<file path="src/rtl/ex_div_ctrl.sv">
// ex_div_ctrl: 32-bit radix-2 restoring divider for the EX stage.
// Handles DIV/DIVU/REM/REMU. result_o = {remainder, quotient}.
// One iteration per cycle for 32 cycles, then one END cycle that
// registers the sign-corrected result and raises ready_o.
// Optional build macro DIV_ZERO_FAST_EN: a zero divisor skips the
// iterations (FREE -> BYZERO -> END). Without it, a zero divisor runs
// the normal 32 cycles and the END stage forces the zero-divisor result.
module ex_div_ctrl (
    input  logic        clk,
    input  logic        rst,
    input  logic        start_i,
    input  logic        annul_i,
    input  logic        signed_i,
    input  logic [31:0] opdata1_i,
    input  logic [31:0] opdata2_i,
    output logic [63:0] result_o,
    output logic        ready_o,
    output logic        stallreq_o
);

    localparam logic [1:0] FREE   = 2'd0;
    localparam logic [1:0] BYZERO = 2'd1;
    localparam logic [1:0] ON     = 2'd2;
    localparam logic [1:0] END    = 2'd3;

    logic [1:0]  state_q,     state_d;
    logic [5:0]  cnt_q,       cnt_d;
    logic [31:0] rem_q,       rem_d;       // partial remainder
    logic [31:0] quo_q,       quo_d;       // dividend bits shift out, quotient bits shift in
    logic [31:0] dvs_q,       dvs_d;       // divisor magnitude
    logic [31:0] dvd_orig_q,  dvd_orig_d;  // dividend as presented, for the zero-divisor result
    logic        dvd_neg_q,   dvd_neg_d;
    logic        dvs_neg_q,   dvs_neg_d;
    logic        sgn_q,       sgn_d;
    logic        dvs_zero_q,  dvs_zero_d;
    logic [63:0] result_q,    result_d;
    logic        ready_q,     ready_d;

    logic [32:0] trial;
    logic [32:0] diff;
    logic [31:0] dvd_mag;
    logic [31:0] dvs_mag;
    logic [31:0] quo_fix;
    logic [31:0] rem_fix;
    logic [63:0] final_res;

    // One restoring step plus operand magnitudes and final sign correction.
    always_comb begin
        trial     = {rem_q, quo_q[31]};
        diff      = trial - {1'b0, dvs_q};
        dvd_mag   = (signed_i && opdata1_i[31]) ? (32'd0 - opdata1_i) : opdata1_i;
        dvs_mag   = (signed_i && opdata2_i[31]) ? (32'd0 - opdata2_i) : opdata2_i;
        quo_fix   = (sgn_q && (dvd_neg_q ^ dvs_neg_q)) ? (32'd0 - quo_q) : quo_q;
        rem_fix   = (sgn_q && dvd_neg_q) ? (32'd0 - rem_q) : rem_q;
        final_res = dvs_zero_q ? {dvd_orig_q, 32'hFFFF_FFFF} : {rem_fix, quo_fix};
    end

    // Next-state and datapath update for the divide sequence.
    always_comb begin
        // NOTE: every target gets a default first so no path can infer a latch.
        state_d    = state_q;
        cnt_d      = cnt_q;
        rem_d      = rem_q;
        quo_d      = quo_q;
        dvs_d      = dvs_q;
        dvd_orig_d = dvd_orig_q;
        dvd_neg_d  = dvd_neg_q;
        dvs_neg_d  = dvs_neg_q;
        sgn_d      = sgn_q;
        dvs_zero_d = dvs_zero_q;
        result_d   = result_q;
        ready_d    = ready_q;

        case (state_q)
            FREE: begin
                result_d = 64'd0;
                ready_d  = 1'b0;
                if (start_i && !annul_i) begin
                    rem_d      = 32'd0;
                    quo_d      = dvd_mag;
                    dvs_d      = dvs_mag;
                    dvd_orig_d = opdata1_i;
                    dvd_neg_d  = signed_i & opdata1_i[31];
                    dvs_neg_d  = signed_i & opdata2_i[31];
                    sgn_d      = signed_i;
                    dvs_zero_d = (opdata2_i == 32'd0);
                    cnt_d      = 6'd0;
`ifdef DIV_ZERO_FAST_EN
                    state_d    = (opdata2_i == 32'd0) ? BYZERO : ON;
`else
                    state_d    = ON;
`endif
                end
            end
            BYZERO: begin
                state_d = annul_i ? FREE : END;
            end
            ON: begin
                if (annul_i) begin
                    state_d = FREE;
                end else begin
                    if (!diff[32]) begin
                        rem_d = diff[31:0];
                        quo_d = {quo_q[30:0], 1'b1};
                    end else begin
                        rem_d = trial[31:0];
                        quo_d = {quo_q[30:0], 1'b0};
                    end
                    cnt_d = cnt_q + 6'd1;
                    if (cnt_q == 6'd31) begin
                        state_d = END;
                    end
                end
            end
            default: begin // END: hold the result while EX keeps start_i high
                if (start_i) begin
                    result_d = final_res;
                    ready_d  = 1'b1;
                end else begin
                    state_d  = FREE;
                    result_d = 64'd0;
                    ready_d  = 1'b0;
                end
            end
        endcase
    end

    // State and datapath registers.
    always_ff @(posedge clk or negedge rst) begin
        // NOTE: these are plain flops (no memory array), so every one is reset to keep outputs and state defined.
        if (!rst) begin
            state_q    <= FREE;
            cnt_q      <= 6'd0;
            rem_q      <= 32'd0;
            quo_q      <= 32'd0;
            dvs_q      <= 32'd0;
            dvd_orig_q <= 32'd0;
            dvd_neg_q  <= 1'b0;
            dvs_neg_q  <= 1'b0;
            sgn_q      <= 1'b0;
            dvs_zero_q <= 1'b0;
            result_q   <= 64'd0;
            ready_q    <= 1'b0;
        end else begin
            // NOTE: non-blocking so every register sees pre-edge values of the others.
            state_q    <= state_d;
            cnt_q      <= cnt_d;
            rem_q      <= rem_d;
            quo_q      <= quo_d;
            dvs_q      <= dvs_d;
            dvd_orig_q <= dvd_orig_d;
            dvd_neg_q  <= dvd_neg_d;
            dvs_neg_q  <= dvs_neg_d;
            sgn_q      <= sgn_d;
            dvs_zero_q <= dvs_zero_d;
            result_q   <= result_d;
            ready_q    <= ready_d;
        end
    end

    // Stall the pipeline from an accepted request until the result cycle.
    always_comb begin
        stallreq_o = (state_q == ON) || (state_q == BYZERO) ||
                     ((state_q == FREE) && start_i && !annul_i);
    end

    assign result_o = result_q;
    assign ready_o  = ready_q;

endmodule

</file>
<file path="config.mk">
export PLATFORM = sky130hd
export DESIGN_NAME = ex_div_ctrl
export DESIGN_NICKNAME = d
export VERILOG_FILES = /design/src/rtl/ex_div_ctrl.sv
export SDC_FILE = /design/constraint.sdc
export NUM_CORES = 1
export LEC_CHECK = 0
export ABC_CLOCK_PERIOD_IN_PS = 3400
export CORE_ASPECT_RATIO = 0.9
export CORE_MARGIN = 2
export CORE_UTILIZATION = 30
export DETAILED_ROUTE_END_ITERATION = 8
export PLACE_DENSITY_LB_ADDON = 0.25
export SLEW_MARGIN = 15
export SYNTH_ARGS = -nofsm -noshare
export SYNTH_HDL_FRONTEND = slang
export SYNTH_SLANG_ARGS = --single-unit
</file>
<file path="constraint.sdc">
create_clock -name clk -period 3.4 [get_ports clk]
set_input_delay 0.68 -clock clk [delete_from_list [all_inputs] [get_ports clk]]
set_output_delay 0.68 -clock clk [all_outputs]
set_load 0.05 [all_outputs]
</file>
==> run metrics, run 1 <==
TritonCTS clock tree done; # setup viols final 0; f_max 308 MHz; Ant. Diodes 0; wire per inst 17.2 microns; Tmin final 3.24 ns; Worst Path Required 3.80 ns; Post-CTS Hold Buffers 0; routed wl met2 17000 microns; Psw 7.89 mW; initial antenna violation count 0; maxcap violations 0; Comb pwr share 57.8%; GP Congestion 0.873; Routed Wire Length 38600 microns; wl on met1 19300 microns; Synth Register Bits 205; status complete, no violations; fin crit share 95.4%; # DRC 0; IO Pins 135; gr usage total 17.1%; Crit path buffers/inverters 1; Top Metal Used met4; Worst VDD drop 0.000713 V; WP depth 11; Die Area 45300 sq um; I/O Buffers 134; Synth Instances 1535; WL met3 1630 microns; total core area 43000 sq um; Setup CP Type flop to flop; clock skew 0.0136 ns; sequential element share of the synthesized area 39.2%; leading cell type in the layout, fill and taps excluded nand2_1; Die Height 202 microns; RSZ-0062 raised after global routing no; slew margin rel. 44.1%; global route total overflow 0; Num CTS Buffers 24; Ys Warns 0; Max stage delay on crit path 0.47 ns; crit end category flop; H-tree level count 1; Slowest cell on crit path dfrtp_1; drt via density 5.12; CTS root buffer clkbuf_16; Fin. Hold Viols 0; P_leak 7.21 nW; largest net degree at the start of global routing 88; Startpoint Class flop; P&R area growth vs syn 24.1%; Detailed Routing Iterations Pass 1 5; cells along the critical path ha_1, nand4_1, o211ai_1, a221oi_1, o21ai_1, nand3_1, a21oi_1, nor3_4, buf_12, nor3_1, a221o_1; hpwl dp 28900 microns; setup TNS 0 ns; global-route wire length before repair 62500 microns; via count 11500; number of synthesized flops with an enable pin 0; Clock power frac 16.5%; Post-Synthesis Cell Area 13100 sq um; max-slew violation count 0; layout cells sized above 1 9.66%; RR Endpoint rem_q[10]; sw frac 46.2%; # nets final 1785; Placed Area 15300 sq um; final antenna-violating net count 0; CP top delay family compound AO/OA/AOI/OAI gates; Int Power 9.18 mW; Most used DFF post-synth dfrtp_1; synthesized net count 1646; setup bufs post-CTS 0; Setup WS pre-CTS -0.168 ns; vias in the first global route 11400; Design Area, Final 16200 sq um; Power Dens Cells 1050 nW/um^2; Flop pwr share 25.7%; Mapped Avg Cell Area 8.52 sq um; hold slack 0.229 ns; Least-Margin Pin Slew 0.839 ns; clk buf depth 3; initial DRC count 756; R2R depth 11; Rows 72; Die X 224 microns; clk sinks 205; most frequent cells in the layout 238 x nand2_1, 204 x dfrtp_1, 161 x o21ai_0, 132 x clkdlybuf4s50_1, 102 x a21oi_1; Post-synth ARST share 100%; FF-to-FF setup slack 0.16 ns; Hold WC Path Type primary input to asynchronous set/reset pin; initial core utilization 30.4%; Worst-Skew Late Latency 0.53 ns; clock transition at the registers of the reported paths 0.06 ns; Critical Path AT 3.64 ns; Worst R2R Start rem_q[21]; setup slack after layout 0.156 ns; worst-path fanout max 15; post-synth cell types 64
==> power by group through the flow <==
stage / sequential [mW] / clock, mW / combinational (mW)
floorplan: 5.10 / 0 / 6.18
global placement: 4.41 / 0 / 9.60
detailed placement: 4.43 / 0 / 9.67
CTS: 4.40 / 2.88 / 9.73
global route: 4.55 / 2.97 / 10.9
finish: 4.39 / 2.82 / 9.86
==> worst max path at each step <==
stage / from / to / slack, ns
4_1_cts: quo_q[31] / rem_q[10] / 0.24
2_1_floorplan: rem_q[24] / rem_q[11] / 0.36
3_3_place_gp: opdata1_i[8] / quo_q[29] / -0.17
5_1_grt: rem_q[22] / rem_q[19] / 0.01
3_5_place_dp: opdata1_i[8] / quo_q[29] / -0.17
6_report: rem_q[21] / rem_q[10] / 0.16
==> what timing repair did <==
action,4_1_cts,5_1_grt
endpoints found under the setup margin,0,5
hold endpoints to repair,0,0
resized for setup,0,3
==> area by class of cell <==
| cell class | count | area, sq um |
|---|---|---|
| Clock buffer | 33 | 716 |
| Timing Repair Buffer | 205 | 1940 |
| Inverter | 57 | 214 |
| Clock inverter | 6 | 130 |
| Fill cell | 4353 | 26700 |
| Sequential cell | 205 | 5130 |
| Multi-Input combinational cell | 1181 | 7400 |
| Tap cell | 555 | 694 |
==> registers in the layout (all words and copies together) (netlist names) <==
name,count
rem_q,32
dvs_zero_q,1
result_o,64
state_q,2
cnt_q,6
dvd_neg_q,1
dvs_neg_q,1
dvd_orig_q,32
dvs_q,32
quo_q,32
sgn_q,1
ready_o,1
==> synthesized netlist by cell type, types with 41 or more instances <==
cell | n | area share (%)
a21oi_1 | 103 | 3.9
clkbuf_1 | 82 | 2.4
dfrtp_1 | 205 | 39
ha_1 | 41 | 3.9
inv_1 | 56 | 1.6
nand2_1 | 238 | 6.8
nor2_1 | 96 | 2.8
o21ai_0 | 161 | 6.2
o21ai_1 | 47 | 1.8
xnor2_1 | 73 | 4.9
xor2_1 | 76 | 5.1
==> per-stage QoR <==
stage,utilization [%],cells,power [mW]
floorplan,-,1535,11.3
global placement,35.7,2202,14.0
detailed placement,35.7,2202,14.1
CTS,37.7,2241,17.0
global route,37.8,2242,18.4
finish,37.8,2242,17.1
==> routing by layer <==
metal	track usage [%]	vias to the layer above
met5	0	-
met4	3.52	0
met3	2.05	35
met2	27.0	243
met1	25.0	5572
li1	-	5637
==> kinds of logic after synthesis <==
kind of cell	share of synthesized area [%]
AO/OA/AOI/OAI	20.3
buffers and inverters	4.46
multiplexers	5.14
adder cells (fa/ha/maj)	4.07
XOR/XNOR	9.98
flip-flops	39.2
AND/OR/NAND/NOR	16.9
No activity file was read; power rests on OpenSTA's default activity.
==> run 2, diff against run 1 <==
- CAP_MARGIN: unset -> 20
==> results of run 2 <==
Same layout as run 1: the final DEF is identical, and so are final timing and power.
